### config.mk
export PLATFORM = sky130hd
export DESIGN_NAME = mips_muldiv
export DESIGN_NICKNAME = d
export VERILOG_FILES = /design/src/rtl/mips_muldiv_pkg.sv /design/src/rtl/mips_muldiv.sv
export SDC_FILE = /design/constraint.sdc
export NUM_CORES = 1
export LEC_CHECK = 0
export ABC_CLOCK_PERIOD_IN_PS = 11260
export BUFFER_PORTS_ARGS = -buffer_cell sky130_fd_sc_hd__buf_4
export CORE_MARGIN = 4
export CORE_UTILIZATION = 40
export CTS_BUF_LIST = sky130_fd_sc_hd__clkbuf_8
export DETAILED_ROUTE_END_ITERATION = 6
export PLACE_DENSITY = 0.59
export SLEW_MARGIN = 10
export SYNTH_ARGS = -nofsm -noshare
export SYNTH_HDL_FRONTEND = slang
export SYNTH_SLANG_ARGS = --single-unit
### constraint.sdc
create_clock -name i_clk -period 11.26 [get_ports i_clk]
set_input_delay 1.126 -clock i_clk [delete_from_list [all_inputs] [get_ports i_clk]]
set_output_delay 1.126 -clock i_clk [all_outputs]
set_load 0.05 [all_outputs]
### src/rtl/mips_muldiv_pkg.sv
// Shared encodings for the iterative multiply/divide unit.
//   md_op_e    : operation select driven by the EX stage
//   md_state_e : control states of mips_muldiv
package mips_muldiv_pkg;

  typedef enum logic [1:0] {
    MD_MULT  = 2'b00,
    MD_MULTU = 2'b01,
    MD_DIV   = 2'b10,
    MD_DIVU  = 2'b11
  } md_op_e;

  typedef enum logic [1:0] {
    S_IDLE = 2'b00,
    S_RUN  = 2'b01,
    S_FIX  = 2'b10
  } md_state_e;

endpackage

### src/rtl/mips_muldiv.sv
// Iterative multiply/divide unit with HI/LO registers.
// Runs MULT/MULTU (radix-2 shift-add) and DIV/DIVU (restoring) on operand
// magnitudes, one bit per RUN cycle, then applies the sign fixup in FIX.
// Ports:
//   i_clk, i_reset     : clock, synchronous active-high reset
//   i_start, i_op      : launch request (IDLE only) and operation
//   i_a, i_b           : operands (rs, rt), sampled on the accepting edge
//   i_flush            : abort in-flight op / block IDLE actions
//   i_hi_we, i_lo_we   : MTHI/MTLO enables, i_wd write data
//   o_busy             : state != IDLE (registered)
//   o_done             : one-cycle pulse when a new result is on o_hi/o_lo
//   o_hi, o_lo         : HI/LO registers
module mips_muldiv
  import mips_muldiv_pkg::*;
#(
  parameter int WIDTH = 32
) (
  input  logic             i_clk,
  input  logic             i_reset,
  input  logic             i_start,
  input  logic [1:0]       i_op,
  input  logic [WIDTH-1:0] i_a,
  input  logic [WIDTH-1:0] i_b,
  input  logic             i_flush,
  input  logic             i_hi_we,
  input  logic             i_lo_we,
  input  logic [WIDTH-1:0] i_wd,
  output logic             o_busy,
  output logic             o_done,
  output logic [WIDTH-1:0] o_hi,
  output logic [WIDTH-1:0] o_lo
);

  localparam int CW = $clog2(WIDTH + 1);

  md_state_e          r_state;
  logic               r_busy, r_done;
  logic [WIDTH-1:0]   r_hi, r_lo;
  logic [CW-1:0]      r_cnt;
  logic [2*WIDTH-1:0] r_acc;    // mult: {partial, multiplier}; div: {rem, dividend/quot}
  logic [WIDTH-1:0]   r_m;      // multiplicand or divisor magnitude
  logic [WIDTH-1:0]   r_a_raw;  // dividend as presented, for divide-by-zero HI
  logic               r_is_div, r_neg_q, r_neg_r, r_bz;

  // Operand preparation (decoded from live inputs, latched on accept)
  logic             w_signed, w_a_neg, w_b_neg;
  logic [WIDTH-1:0] w_a_mag, w_b_mag;

  assign w_signed = ~i_op[0];
  assign w_a_neg  = w_signed & i_a[WIDTH-1];
  assign w_b_neg  = w_signed & i_b[WIDTH-1];
  assign w_a_mag  = w_a_neg ? -i_a : i_a;
  assign w_b_mag  = w_b_neg ? -i_b : i_b;

  // One multiply step: conditional add into the upper half, keep the carry,
  // shift right by one.
  logic [WIDTH:0]     w_msum;
  logic [2*WIDTH-1:0] w_mul_next;
  assign w_msum     = {1'b0, r_acc[2*WIDTH-1:WIDTH]} + (r_acc[0] ? {1'b0, r_m} : '0);
  assign w_mul_next = {w_msum, r_acc[WIDTH-1:1]};

  // One restoring divide step: shift the pair left, trial-subtract the divisor
  // from the widened remainder, keep the difference when it does not borrow.
  logic [WIDTH:0]     w_rsh, w_diff;
  logic [2*WIDTH-1:0] w_div_next;
  assign w_rsh      = r_acc[2*WIDTH-1:WIDTH-1];
  assign w_diff     = w_rsh - {1'b0, r_m};
  assign w_div_next = w_diff[WIDTH] ? {w_rsh[WIDTH-1:0],  r_acc[WIDTH-2:0], 1'b0}
                                    : {w_diff[WIDTH-1:0], r_acc[WIDTH-2:0], 1'b1};

  // Sign fixup applied on the FIX edge
  logic [WIDTH-1:0]   w_fix_hi, w_fix_lo;
  logic [2*WIDTH-1:0] w_prod;
  logic [WIDTH-1:0]   w_q, w_r;

  always_comb begin
    w_prod   = r_neg_q ? -r_acc : r_acc;
    w_q      = r_acc[WIDTH-1:0];
    w_r      = r_acc[2*WIDTH-1:WIDTH];
    w_fix_hi = w_prod[2*WIDTH-1:WIDTH];
    w_fix_lo = w_prod[WIDTH-1:0];
    if (r_is_div) begin
      if (r_bz) begin
        // Divide by zero overrides any sign handling
        w_fix_lo = '1;
        w_fix_hi = r_a_raw;
      end else begin
        // most-negative / -1 wraps naturally: |q| = 2^(W-1), negated = itself
        w_fix_lo = r_neg_q ? -w_q : w_q;
        w_fix_hi = r_neg_r ? -w_r : w_r;
      end
    end
  end

  always_ff @(posedge i_clk) begin
    if (i_reset) begin
      r_state  <= S_IDLE;
      r_busy   <= 1'b0;
      r_done   <= 1'b0;
      r_hi     <= '0;
      r_lo     <= '0;
      r_cnt    <= '0;
      r_acc    <= '0;
      r_m      <= '0;
      r_a_raw  <= '0;
      r_is_div <= 1'b0;
      r_neg_q  <= 1'b0;
      r_neg_r  <= 1'b0;
      r_bz     <= 1'b0;
    end else begin
      r_done <= 1'b0;
      if (i_flush) begin
        r_state <= S_IDLE;
        r_busy  <= 1'b0;
      end else begin
        case (r_state)
          S_IDLE: begin
            if (i_hi_we) r_hi <= i_wd;
            if (i_lo_we) r_lo <= i_wd;
            if (i_start) begin
              r_state  <= S_RUN;
              r_busy   <= 1'b1;
              r_cnt    <= '0;
              r_is_div <= i_op[1];
              r_neg_q  <= w_a_neg ^ w_b_neg;
              r_neg_r  <= w_a_neg;
              r_bz     <= (i_b == '0);
              r_a_raw  <= i_a;
              r_acc    <= i_op[1] ? {{WIDTH{1'b0}}, w_a_mag} : {{WIDTH{1'b0}}, w_b_mag};
              r_m      <= i_op[1] ? w_b_mag : w_a_mag;
            end
          end
          S_RUN: begin
            r_acc <= r_is_div ? w_div_next : w_mul_next;
            r_cnt <= r_cnt + CW'(1);
            if (r_cnt == CW'(WIDTH - 1)) r_state <= S_FIX;
          end
          S_FIX: begin
            r_hi    <= w_fix_hi;
            r_lo    <= w_fix_lo;
            r_done  <= 1'b1;
            r_state <= S_IDLE;
            r_busy  <= 1'b0;
          end
          default: begin
            r_state <= S_IDLE;
            r_busy  <= 1'b0;
          end
        endcase
      end
    end
  end

  assign o_busy = r_busy;
  assign o_done = r_done;
  assign o_hi   = r_hi;
  assign o_lo   = r_lo;

endmodule

==> run_results.csv <==
group,metric,value,unit
layout,fillers,4233,
drt,drt_iter0_markers,1845,
logic_synthesis,avgSynthCellArea,7.23,sq um
worst_setup_path,crit_path_end_kind,"flop",
floorplanning,die_area,45500,sq um
drt,drt-met1-wl,32400,um
drt,met3WireLength,5960,um
drt,wl_per_cell,24.3,um
sta,timing.final.crit_share,0.401,
clock_network,cts_buffers,40,
worst_setup_path,cp_top_family,"compound AO/OA/AOI/OAI gates",
clock_network,cts_tree,"yes",
sta,maxSlewViolCount,0,
worst_setup_path,crit_buf_inv,2,
worst_setup_path,worstPathMaxFanout,15,
worst_setup_path,worst-path-stages,13,
sta,clock_skew,0.0383,ns
worst_setup_path,path_class,"flop to flop",
layout,fin_area,19200,sq um
drt,wirelength,71800,um
drt,dr_total_vias,18300,
logic_synthesis,ys_seq_elements,206,
logic_synthesis,synth-edff-count,0,
logic_synthesis,netlist_area,16800,sq um
floorplanning,ioPinCount,170,
global_routing,grt_overflow,0,
global_routing,grt_pass1_wl,106000,um
logic_synthesis,yosys_most_used_dff,"dfxtp_1",
worst_setup_path,startpoint_type,"flop",
power,peakVddDrop,0.0000623,V
floorplanning,die_h,213,um
sta,finalSetupViolCount,0,
layout,final_common_cell,"nand2_1",
floorplanning,fp.dieW,213,um
placed_design,dp_hpwl,54400,um
clock_network,cts.sinks,206,
worst_setup_path,worstPathArrival,4.94,ns
hold_path,hold_path_class,"flop to flop",
clock_network,cts_max_path_buffers,3,
worst_setup_path,crit_chain,"inv_1, ha_1, fa_1, nand2b_1, a21oi_1, o21ai_0, nor2b_1, o41a_1, a31oi_1, nand2_1, buf_4, mux2i_1, o221ai_1",
drt,drc,0,
placed_design,routabilityCongestion,0.960,
outcome,status,"complete, no violations",
worst_setup_path,worstPathRequired,11.68,ns
layout,drive_gt1_frac,0.122,
clock_network,root_buffer,"clkbuf_8",
sta,layout_min_cycle_time,4.52,ns
drt,antenna_left,0,
drt,top_layer,"met4",
clock_network,post_cts_buffers,0,
global_routing,grt_use_total,0.303,
clock_network,insertion_delay,0.63,ns
global_routing,grt_start_max_net_pins,71,
sta,tightest_slew,1.20,ns
logic_synthesis,seq_area_frac_synth,0.245,
worst_setup_path,rr_worst_depth,13,
layout,nets,2574,
sta,timing.hold.ws,0.455,ns
floorplanning,core-area,41200,sq um
sta,fin_tns_setup,0,ns
placed_design,portBuffers,169,
sta,grt_setup_unrepaired,"no",
layout,layout_common_cells,"288 x nand2_1, 246 x a21oi_1, 245 x nor2_1",
layout,area_growth,13.9,%
global_routing,grt_pass1_vias,16800,
power,cellLeakagePower,7.66,nW
job,drv_cap,0,
clock_network,cts_hold_buffers,0,
logic_synthesis,synthArstFlopShare,0,
clock_network,clk_pin_slew,0.06,ns
clock_network,htreeDepth,2,
worst_setup_path,slowest_stage,"a31oi_1",
logic_synthesis,synth.distinct_cells,78,
sta,relSlewSlack,0.199,
logic_synthesis,synth_cells,2331,
placed_design,dpl_cell_area,18400,sq um
worst_setup_path,cpPeakStageDelay,0.66,ns
drt,dr.pass1.iters,6,
floorplanning,num_rows,74,
hold_path,hold_path_depth,2,
logic_synthesis,yosys_warnings,0,
global_routing,antenna_found_initial,0,
sta,max_freq,0.221,GHz
floorplanning,initial_utilization,0.409,
sta,hold_viol,0,
drt,vias_per_cell,6.17,
clock_network,ctsResizeCount,0,
drt,wl_met2,31500,um
power,pwr_density_cell,111,nW/um^2
logic_synthesis,syn-num-nets,2506,
[sequential cells by signal, summed over array words and instances (netlist names)]
name and count:
o_busy 1, o_done 1, o_hi 32, o_lo 32, r_a_raw 32, r_acc 64
r_bz 1, r_cnt 6, r_is_div 1, r_m 32, r_neg_q 1, r_neg_r 1
r_state 2
[cells by family (layout without fill, tap and decap cells)]
logic type      count (synthesis)  count (layout)  share of synthesized area
compound gates                749             749                      0.283
fa+ha+maj                      71              71                     0.0536
flops                         206             206                      0.245
mux                           101             101                     0.0607
buf+inv                       235             329                     0.0533
other cells                     0               1                          0
xor+xnor                      176             176                     0.0915
simple gates                  793             793                      0.213
[report_power, final]
group	switching [W]	leakage [nW]	internal [W]
clock	0.000362	0.463	0.000430
sequential	0.0000447	1.68	0.000765
combinational	0.000348	5.51	0.000187
[metrics by stage]
step	power, W	instances	utilization	setup WS (ns)
2_1_floorplan	0.00115	2331	-	7.72
3_3_place_gp	0.00135	2889	0.446	7.03
3_5_place_dp	0.00135	2889	0.446	6.86
4_1_cts	0.00214	2957	0.465	6.84
5_1_grt	0.00222	2957	0.465	6.42
6_report	0.00214	2958	0.466	6.74
[worst paths after layout]
kind,to,start,slack [ns]
setup / recovery,r_acc[45],r_acc[31],6.74
hold / removal,o_hi[0],o_hi[0],0.46
setup reg to reg,r_acc[45],r_acc[31],6.74
hold reg to reg,o_hi[0],o_hi[0],0.46
[synthesized netlist by cell type (15+ instances only)]
master,count,share of area
a31oi_1,22,0.0082
inv_1,64,0.014
o21ai_0,145,0.043
o31ai_1,26,0.012
xnor2_1,97,0.050
nor3_1,57,0.017
nand2_1,289,0.064
o211ai_1,34,0.015
dfxtp_1,206,0.24
nand2b_1,22,0.0082
o22ai_1,24,0.0089
nand3_1,28,0.0083
nor4_1,21,0.0078
a22oi_1,18,0.0080
or4_1,23,0.010
o221ai_1,43,0.022
a21oi_1,246,0.073
mux2i_1,92,0.055
clkbuf_1,152,0.034
a211oi_1,61,0.027
o41ai_1,18,0.0094
and2_1,15,0.0056
a21o_1,31,0.014
nor2b_1,16,0.0059
xor2_1,79,0.041
nor2_1,248,0.055
ha_1,69,0.051
or3_1,20,0.0074
[routing by layer]
layer  vias up  global-route usage
met5         -                   0
met2       831               0.463
met3        94              0.0551
li1       8600                   -
met4         0              0.0841
met1      8728               0.440
[worst register-to-register path, stage by stage, from the launching register on]
cell and delay, ns:
dfxtp_1 0.51, inv_1 0.11, ha_1 0.24, fa_1 0.40, nand2b_1 0.18, a21oi_1 0.20, o21ai_0 0.12, nor2b_1 0.17
o41a_1 0.52, a31oi_1 0.67, nand2_1 0.49, buf_4 0.39, mux2i_1 0.21, o221ai_1 0.15
[final cells by class]
type                       count  area, sq um  share of cell area
antenna                        1         2.50            0.000130
sequential                   206         4130               0.215
inverter                      67          251              0.0131
timing repair buffer         194         1460              0.0759
multi-input combinational   1890        11900               0.618
tap                          532          666              0.0347
clock buffer                  51          702              0.0366
clock inverter                17          111             0.00581
No activity file was read; power rests on OpenSTA's default activity.
